===== src/rtl/exec_mem_unit.sv =====
// Execute/memory-stage compute block: 8-bit ALU, barrel shifter, C/Z flag
// registers and a 256x8 asynchronously-read data memory.
module exec_mem_unit #(
  parameter int DATA_W    = 8,
  parameter int MEM_DEPTH = 256
) (
  input  logic                         clk,
  input  logic                         reset,
  input  logic [2:0]                   alu_op,
  input  logic [DATA_W-1:0]            alu_a,
  input  logic [DATA_W-1:0]            alu_b,
  input  logic                         use_carry,
  input  logic [2:0]                   bitcount,
  input  logic                         dir,
  input  logic                         sh_robar,
  input  logic                         select_c,
  input  logic                         select_z,
  input  logic                         write_c,
  input  logic                         write_z,
  input  logic                         mem_we,
  input  logic [$clog2(MEM_DEPTH)-1:0] mem_addr,
  input  logic [DATA_W-1:0]            mem_wdata,
  output logic [DATA_W-1:0]            alu_out,
  output logic                         alu_co,
  output logic                         alu_z,
  output logic [DATA_W-1:0]            shift_out,
  output logic                         shift_c,
  output logic                         shift_z,
  output logic [DATA_W-1:0]            mem_rdata,
  output logic                         c_flag,
  output logic                         z_flag
);

  typedef enum logic [2:0] {
    OP_ADD   = 3'b000,
    OP_SUB   = 3'b001,
    OP_AND   = 3'b010,
    OP_OR    = 3'b011,
    OP_XOR   = 3'b100,
    OP_NOT   = 3'b101,
    OP_PASSB = 3'b110,
    OP_PASSA = 3'b111
  } alu_op_e;

  alu_op_e             op;
  logic                cin;
  logic [DATA_W:0]     sum_w;
  logic [DATA_W:0]     diff_w;
  logic [DATA_W-1:0]   shl;
  logic [DATA_W-1:0]   shr;
  logic                shl_c;
  logic                shr_c;
  logic [3:0]          inv_n;
  logic [DATA_W-1:0]   rotl;
  logic [DATA_W-1:0]   rotr;
  logic                c_flag_d, c_flag_q;
  logic                z_flag_d, z_flag_q;
  logic [DATA_W-1:0]   mem_q [MEM_DEPTH];

  assign op  = alu_op_e'(alu_op);
  assign cin = use_carry & c_flag_q;

  always_comb begin
    sum_w   = {1'b0, alu_a} + {1'b0, alu_b} + {{DATA_W{1'b0}}, cin};
    diff_w  = {1'b0, alu_a} - {1'b0, alu_b} - {{DATA_W{1'b0}}, cin};
    alu_out = '0;
    alu_co  = 1'b0;
    case (op)
      OP_ADD:   {alu_co, alu_out} = sum_w;
      OP_SUB:   {alu_co, alu_out} = diff_w;  // MSB of the 9-bit difference is the borrow
      OP_AND:   alu_out = alu_a & alu_b;
      OP_OR:    alu_out = alu_a | alu_b;
      OP_XOR:   alu_out = alu_a ^ alu_b;
      OP_NOT:   alu_out = ~alu_a;
      OP_PASSB: alu_out = alu_b;
      OP_PASSA: alu_out = alu_a;
      default:  alu_out = '0;
    endcase
    alu_z = (alu_out == '0);
  end

  // Extra guard bit on the shifted-out side captures the last bit shifted out.
  always_comb begin
    {shl_c, shl} = {1'b0, alu_a} << bitcount;
    {shr, shr_c} = {alu_a, 1'b0} >> bitcount;
    inv_n        = 4'(DATA_W) - {1'b0, bitcount};
    rotl         = (alu_a << bitcount) | (alu_a >> inv_n);
    rotr         = (alu_a >> bitcount) | (alu_a << inv_n);
    shift_out    = alu_a;
    shift_c      = 1'b0;
    if (bitcount != '0) begin
      case ({sh_robar, dir})
        2'b10:   begin shift_out = shl;  shift_c = shl_c;   end
        2'b11:   begin shift_out = shr;  shift_c = shr_c;   end
        2'b00:   begin shift_out = rotl; shift_c = rotl[0]; end
        default: begin shift_out = rotr; shift_c = rotr[DATA_W-1]; end
      endcase
    end
    shift_z = (shift_out == '0);
  end

  always_comb begin
    c_flag_d = c_flag_q;
    z_flag_d = z_flag_q;
    if (write_c) c_flag_d = select_c ? shift_c : alu_co;
    if (write_z) z_flag_d = select_z ? shift_z : alu_z;
  end

  always_ff @(posedge clk or posedge reset) begin
    if (reset) begin
      c_flag_q <= 1'b0;
      z_flag_q <= 1'b0;
    end else begin
      c_flag_q <= c_flag_d;
      z_flag_q <= z_flag_d;
    end
  end

  always_ff @(posedge clk or posedge reset) begin
    if (reset) begin
      for (int unsigned i = 0; i < MEM_DEPTH; i++) mem_q[i] <= '0;
    end else if (mem_we) begin
      mem_q[mem_addr] <= mem_wdata;
    end
  end

  assign mem_rdata = mem_q[mem_addr];
  assign c_flag    = c_flag_q;
  assign z_flag    = z_flag_q;

endmodule


===== config.mk =====
export PLATFORM = sky130hd
export DESIGN_NAME = exec_mem_unit
export DESIGN_NICKNAME = d
export VERILOG_FILES = /design/src/rtl/exec_mem_unit.sv
export SDC_FILE = /design/constraint.sdc
export NUM_CORES = 2
export LEC_CHECK = 0
export BUFFER_PORTS_ARGS = -buffer_cell sky130_fd_sc_hd__buf_2
export CORE_UTILIZATION = 45
export DETAILED_ROUTE_END_ITERATION = 7
export PLACE_DENSITY_LB_ADDON = 0.05
export SLEW_MARGIN = 20
export SYNTH_ARGS = -nofsm -noshare
export SYNTH_HDL_FRONTEND = slang
export SYNTH_SLANG_ARGS = --single-unit

===== constraint.sdc =====
create_clock -name clk -period 101.5 [get_ports clk]
set_input_delay 30.45 -clock clk [delete_from_list [all_inputs] [get_ports clk]]
set_output_delay 30.45 -clock clk [all_outputs]
set_load 0.02 [all_outputs]

Word-level counts from Yosys, hierarchy flattened --
Cells that the tools add are included.
Storage, ports and cells: register bits 2050, logic and storage cells 308, input bits 48, output and inout port bits 30
Cells by class: reductions and logical operators 6, equal/unequal tests 9, order comparisons 2, shifts and indexed selects 6, bitwise logic cells 8, add/sub/neg operators 5, multiplexer cells 14
Operators with widths (number):
- bitwise mux 2048 bit | 1
- binary-select mux 8 bit (select 8 bit) | 1
- demux 8 bit (select 8 bit) | 1
- case mux 8 bit (8 select lines) | 1
- 2-to-1 mux 8 bit | 4
- bitwise OR 8 bit | 3
- case mux 8 bit (3 select lines) | 1
- logical NOT 8 bit | 2
- equality test 3 bit, second input constant | 4
- adder 8 x 8 -> 9 bit | 1
- adder 9 x 1 -> 9 bit | 1
- greater-or-equal comparator 9 bit, second input constant | 1
- < comparator 9 x 1 -> 1 bit, second input constant | 1
- NOT 8 -> 9 bit | 1
- << shifter 8 x 3 -> 9 bit | 1
- >> shifter 9 x 3 -> 9 bit | 1
- subtractor 8 x 8 -> 9 bit | 1
- subtractor 9 x 1 -> 9 bit | 1
- bitwise AND 8 bit | 1
- NOT 8 bit | 1
- << shifter 8 x 3 -> 8 bit | 1
- << shifter 8 x 4 -> 8 bit | 1
- >> shifter 8 x 3 -> 8 bit | 1
- >> shifter 8 x 4 -> 8 bit | 1
- other kinds (13) | 17

Longest topological paths before layout --
word-level depth 7, mapped depth 15, mapped depth without buffers 12

Worst setup path after synthesis --
Ideal clock, no wire load.
kind input-to-output, start point input port bitcount[1], end point output port shift_z, data required time 71.050 ns, path buffers 5, setup slack 37.235 ns, stages 13, arrival 33.815 ns, cell sequence buf_2 buf_2 buf_1 inv_1 ha_1 buf_2 buf_2 mux2i_1 mux4_2 o2111a_1 o31ai_1 nor4_1 and3_1
On the way: longest elaborated chain between the ends 6, elaborated cells on any way between the ends 13, those cells by class add/sub (1); shift (6); mux (2); bitwise (2); reduce/logical (2)
Ends and longest elaborated chain:
- from (decl) | RTL line 13 | input logic [2:0] bitcount,
- subtractor 4 x 3 -> 4 bit | RTL line 86 | inv_n = 4'(DATA_W) - {1'b0, bitcount};
- << shifter 8 x 4 -> 8 bit / >> shifter 8 x 4 -> 8 bit (equally long branches) | RTL line 88, 87
- bitwise OR 8 bit (on tied branches) | RTL line 88, 87
- case mux 8 bit (3 select lines) | RTL line 92 | case ({sh_robar, dir})
- 2-to-1 mux 8 bit (*) | RTL line 91 | if (bitcount != '0) begin
- named net shift_out[7] | RTL line 26 | output logic [DATA_W-1:0] shift_out,
- logical NOT 8 bit (*) | RTL line 99 | shift_z = (shift_out == '0);
- to (decl) | RTL line 28 | output logic shift_z,
The timed path passes the listed nets; every way through them passes the cells marked *.

Worst setup path after layout --
start point input port mem_addr[0], end point output port mem_rdata[7]
On the way: longest elaborated chain between the ends 4
Ends and longest elaborated chain:
- from (decl) | RTL line 21 | input logic [$clog2(MEM_DEPTH)-1:0] mem_addr,
- NOT 8 -> 9 bit (not written as such) | RTL line 127 | assign mem_rdata = mem_q[mem_addr];
- binary-select mux 8 bit (select 8 bit) | RTL line 127
- 2-to-1 mux 8 bit (not written as such) (2 in series) | RTL line 127
- to (decl) | RTL line 29 | output logic [DATA_W-1:0] mem_rdata,
No other way between the ends. The select of a mux whose other input is x is not followed.

==> reports/qor.yml <==
clocking:
  cts.clk_slew.worst_paths_ns: 0.05
  cts-buffers-inserted: 221
  clock_latency_ns: 0.83
  htreeDepth: 4
  cts_setup_buffers: 0
  cts_hold_buf: 0
  clkSinkCount: 2050
  cts_root_buf: "clkbuf_16"
  clk_path_buf_depth: 3
  cts_resized: 0
  cts_tree: "built"
sta:
  period_needed_ns: 67.08
  worst_slew_pin_slew_ns: 1.17
  tns_ns: 0
  max-slew-margin-rel_pct: 21.6
  clock.fmax_ghz: 0.0149
  skew_ns: 0.00666
  holdWs_ns: 0.498
  rsz0062_at_grt: "no"
  hold_viol: 0
  fin_crit_sh_pct: 66.1
  setup_viol: 0
  slew_violations: 0
status:
  violations: "DRC"
  status: "complete, but fails checks"
cells_and_area:
  fin_area_um2: 107000
  drive_above_1_share_pct: 54.6
  n_fill_cell: 17900
  final_common_cell: "mux2_2"
  final_util_pct: 50.2
  nets: 6056
  layout_common_cells: "2,058 x mux2_2, 2,050 x dfrtp_1, 650 x mux4_2, 227 x clkbuf_16, 129 x nand2_1"
  area_delta_synth_final_pct: 10.9
min_path:
  hp-class: "reg -> reg"
critical_path:
  rr_startpoint: "c_flag"
  cp.required_ns: 71.05
  crit_type: "in -> out"
  arrival_ns: 36.63
  reg2reg_slack_ns: 98.01
  crit_path_end: "mem_rdata[7]"
  ff2ff_path_depth: 11
  cp-start-kind: "input port"
  critPathLaunch: "mem_addr[0]"
  r2r_end: "z_flag"
  endpoint_kind: "primary output"
  crit_fanout: 46
placement:
  hpwlAfterDp_mm: 164
  dpl_cell_area_um2: 99100
  portBuffers: 77
  gp_congestion: 0.813
logic_synthesis:
  yosys_warnings: 0
  syn_nets: 6116
  synth_area_um2: 96100
  synth_area_leaders: "dfrtp_1 53%, mux2_2 24%, mux4_2 15%"
  yosysTopAreaCell: "dfrtp_1"
  synth.distinct_cells: 67
  synth.avg_cell_area_um2: 15.9
  synthCells: 6032
  yosysSeqAreaShare_pct: 53.4
  synthArstFlopShare_pct: 100
  synth-main-ff-cell: "dfrtp_1"
  ys_ff_latch: 2050
  yosys.area.top_type_share_pct: 53.4
  synth_edf_count: 0
grt:
  grt_usage_pct: 25.5
  grt_start_max_net_pins: 168
  overflow: 0
  grt_pass1_wl_mm: 408
  grt_pass1_vias: 56900
  antenna_found_initial: 8
drt:
  routed.top_layer: "met5"
  avgViaCountPerCell: 6.01
  totalWireLength_mm: 270
  dr_wl_met2_mm: 128
  postRouteAntennaNets: 0
  drt-pass1-iter-count: 8
  wl_per_cell_um: 30.0
  dr_total_vias: 54000
  dr.first_iter.drc_count: 3671
  met3_length_mm: 11.9
  drc: 32
  met1_length_mm: 124
floorplanning:
  core_area_um2: 212000
  ios: 78
  die_x_um: 464
  die_area_um2: 215000
  rows: 169
  initial_utilization_pct: 45.3
  die_h_um: 464
power_and_ir_drop:
  ir_drop_mv: 0.0199
  power.density_nw_per_um2: 17.4
  power.leakage_uw: 0.0499
  power_uw: 1860
flow_run:
  cap_violations: 0
-- cells in the mapped netlist (all sizes together), types with 3 or more instances --
cell and n:
o32ai 3, nand4 8, a21o 3, nor2 234, mux2 2058, buf 144
ha 32, o21a 4, a31oi 7, o211ai 8, or2 3, xor2 8
mux2i 47, fa 4, clkbuf 316, a22oi 29, nor4 4, a211oi 10
inv 40, a2bb2oi 3, a32oi 6, o22ai 10, a22o 6, nor3b 5
nor2b 17, nor3 22, dfrtp 2050, xnor2 5, a221oi 10, or3 7
a211o 13, o31ai 4, or3b 4, o21ai 16, nand3b 9, and2 6
nand2b 18, mux4 650, and3 3, a21oi 23, nand2 141, nand3 13
-- registers in the layout (all words and copies together), names as in the netlist --
| signal | cells |
|---|---|
| c_flag | 1 |
| mem_q | 2048 |
| z_flag | 1 |
-- report_power, final --
| part | switching (uW) | internal [uW] |
|---|---|---|
| Clock | 339 | 482 |
| Sequential | 18.8 | 856 |
| Combinational | 90.4 | 71.4 |
| Total | 448 | 1410 |
-- per-stage QoR --
step,setup WS [ns],std cells
2_1_floorplan,13.14,6032
3_3_place_gp,34.14,8569
3_5_place_dp,34.10,8569
4_1_cts,34.10,8975
5_1_grt,33.89,8981
6_report,34.42,8984
-- worst max-delay path, stage by stage --
cell	delay (ns)
buf_8	0.40
buf_4	0.62
buf_4	0.60
buf_4	0.58
buf_4	0.62
buf_4	0.59
mux4_2	0.62
mux4_2	0.50
mux2i_1	0.20
nor2_1	0.09
a21oi_1	0.40
o21ai_0	0.41
buf_4	0.28
buf_2	0.15
-- worst min-delay path by stage --
stage                     depth (start not counted)         from          end  slack (ns)
after floorplan                                   1   mem_q[104]   mem_q[104]        0.47
after global placement                            1  mem_q[1521]  mem_q[1521]        0.48
after detailed placement                          1  mem_q[1134]  mem_q[1134]        0.49
after CTS                                         1  mem_q[1134]  mem_q[1134]        0.50
after global routing                              1  mem_q[1673]  mem_q[1673]        0.51
final                                             1  mem_q[1101]  mem_q[1101]        0.50
-- layer usage --
metal	GRT usage, %	up-vias
met2	40.2	1102
li1	-	22600
met5	0	-
met4	6.35	2
met1	37.3	30000
met3	3.66	337
-- logic make-up (layout without fill, tap and decap cells) --
group                      after synthesis  count (layout)  synth area share [%]
AOI/OAI and AO/OA                      177             177                  1.36
xor gates and xnor gates                13              13                 0.118
DFF                                   2050            2050                  53.4
muxes                                 2755            2755                  39.8
and+or+nand+nor                        500             500                  2.54
buffers and inverters                  501             624                  2.26
adders and majority gates               36              36                 0.500
other                                    0               8                     0
-- layout make-up --
| type | count | area [um^2] | share of cell area (%) |
|---|---|---|---|
| clock buffer | 350 | 6710 | 6.30 |
| antenna | 8 | 20.0 | 0.0188 |
| clock inverter | 56 | 694 | 0.652 |
| multi-input combinational | 3481 | 42700 | 40.1 |
| tap | 2821 | 3530 | 3.31 |
| timing repair buffer | 177 | 1440 | 1.35 |
| inverter | 41 | 161 | 0.151 |
| sequential | 2050 | 51300 | 48.1 |
No activity file was read; power rests on OpenSTA's default activity.
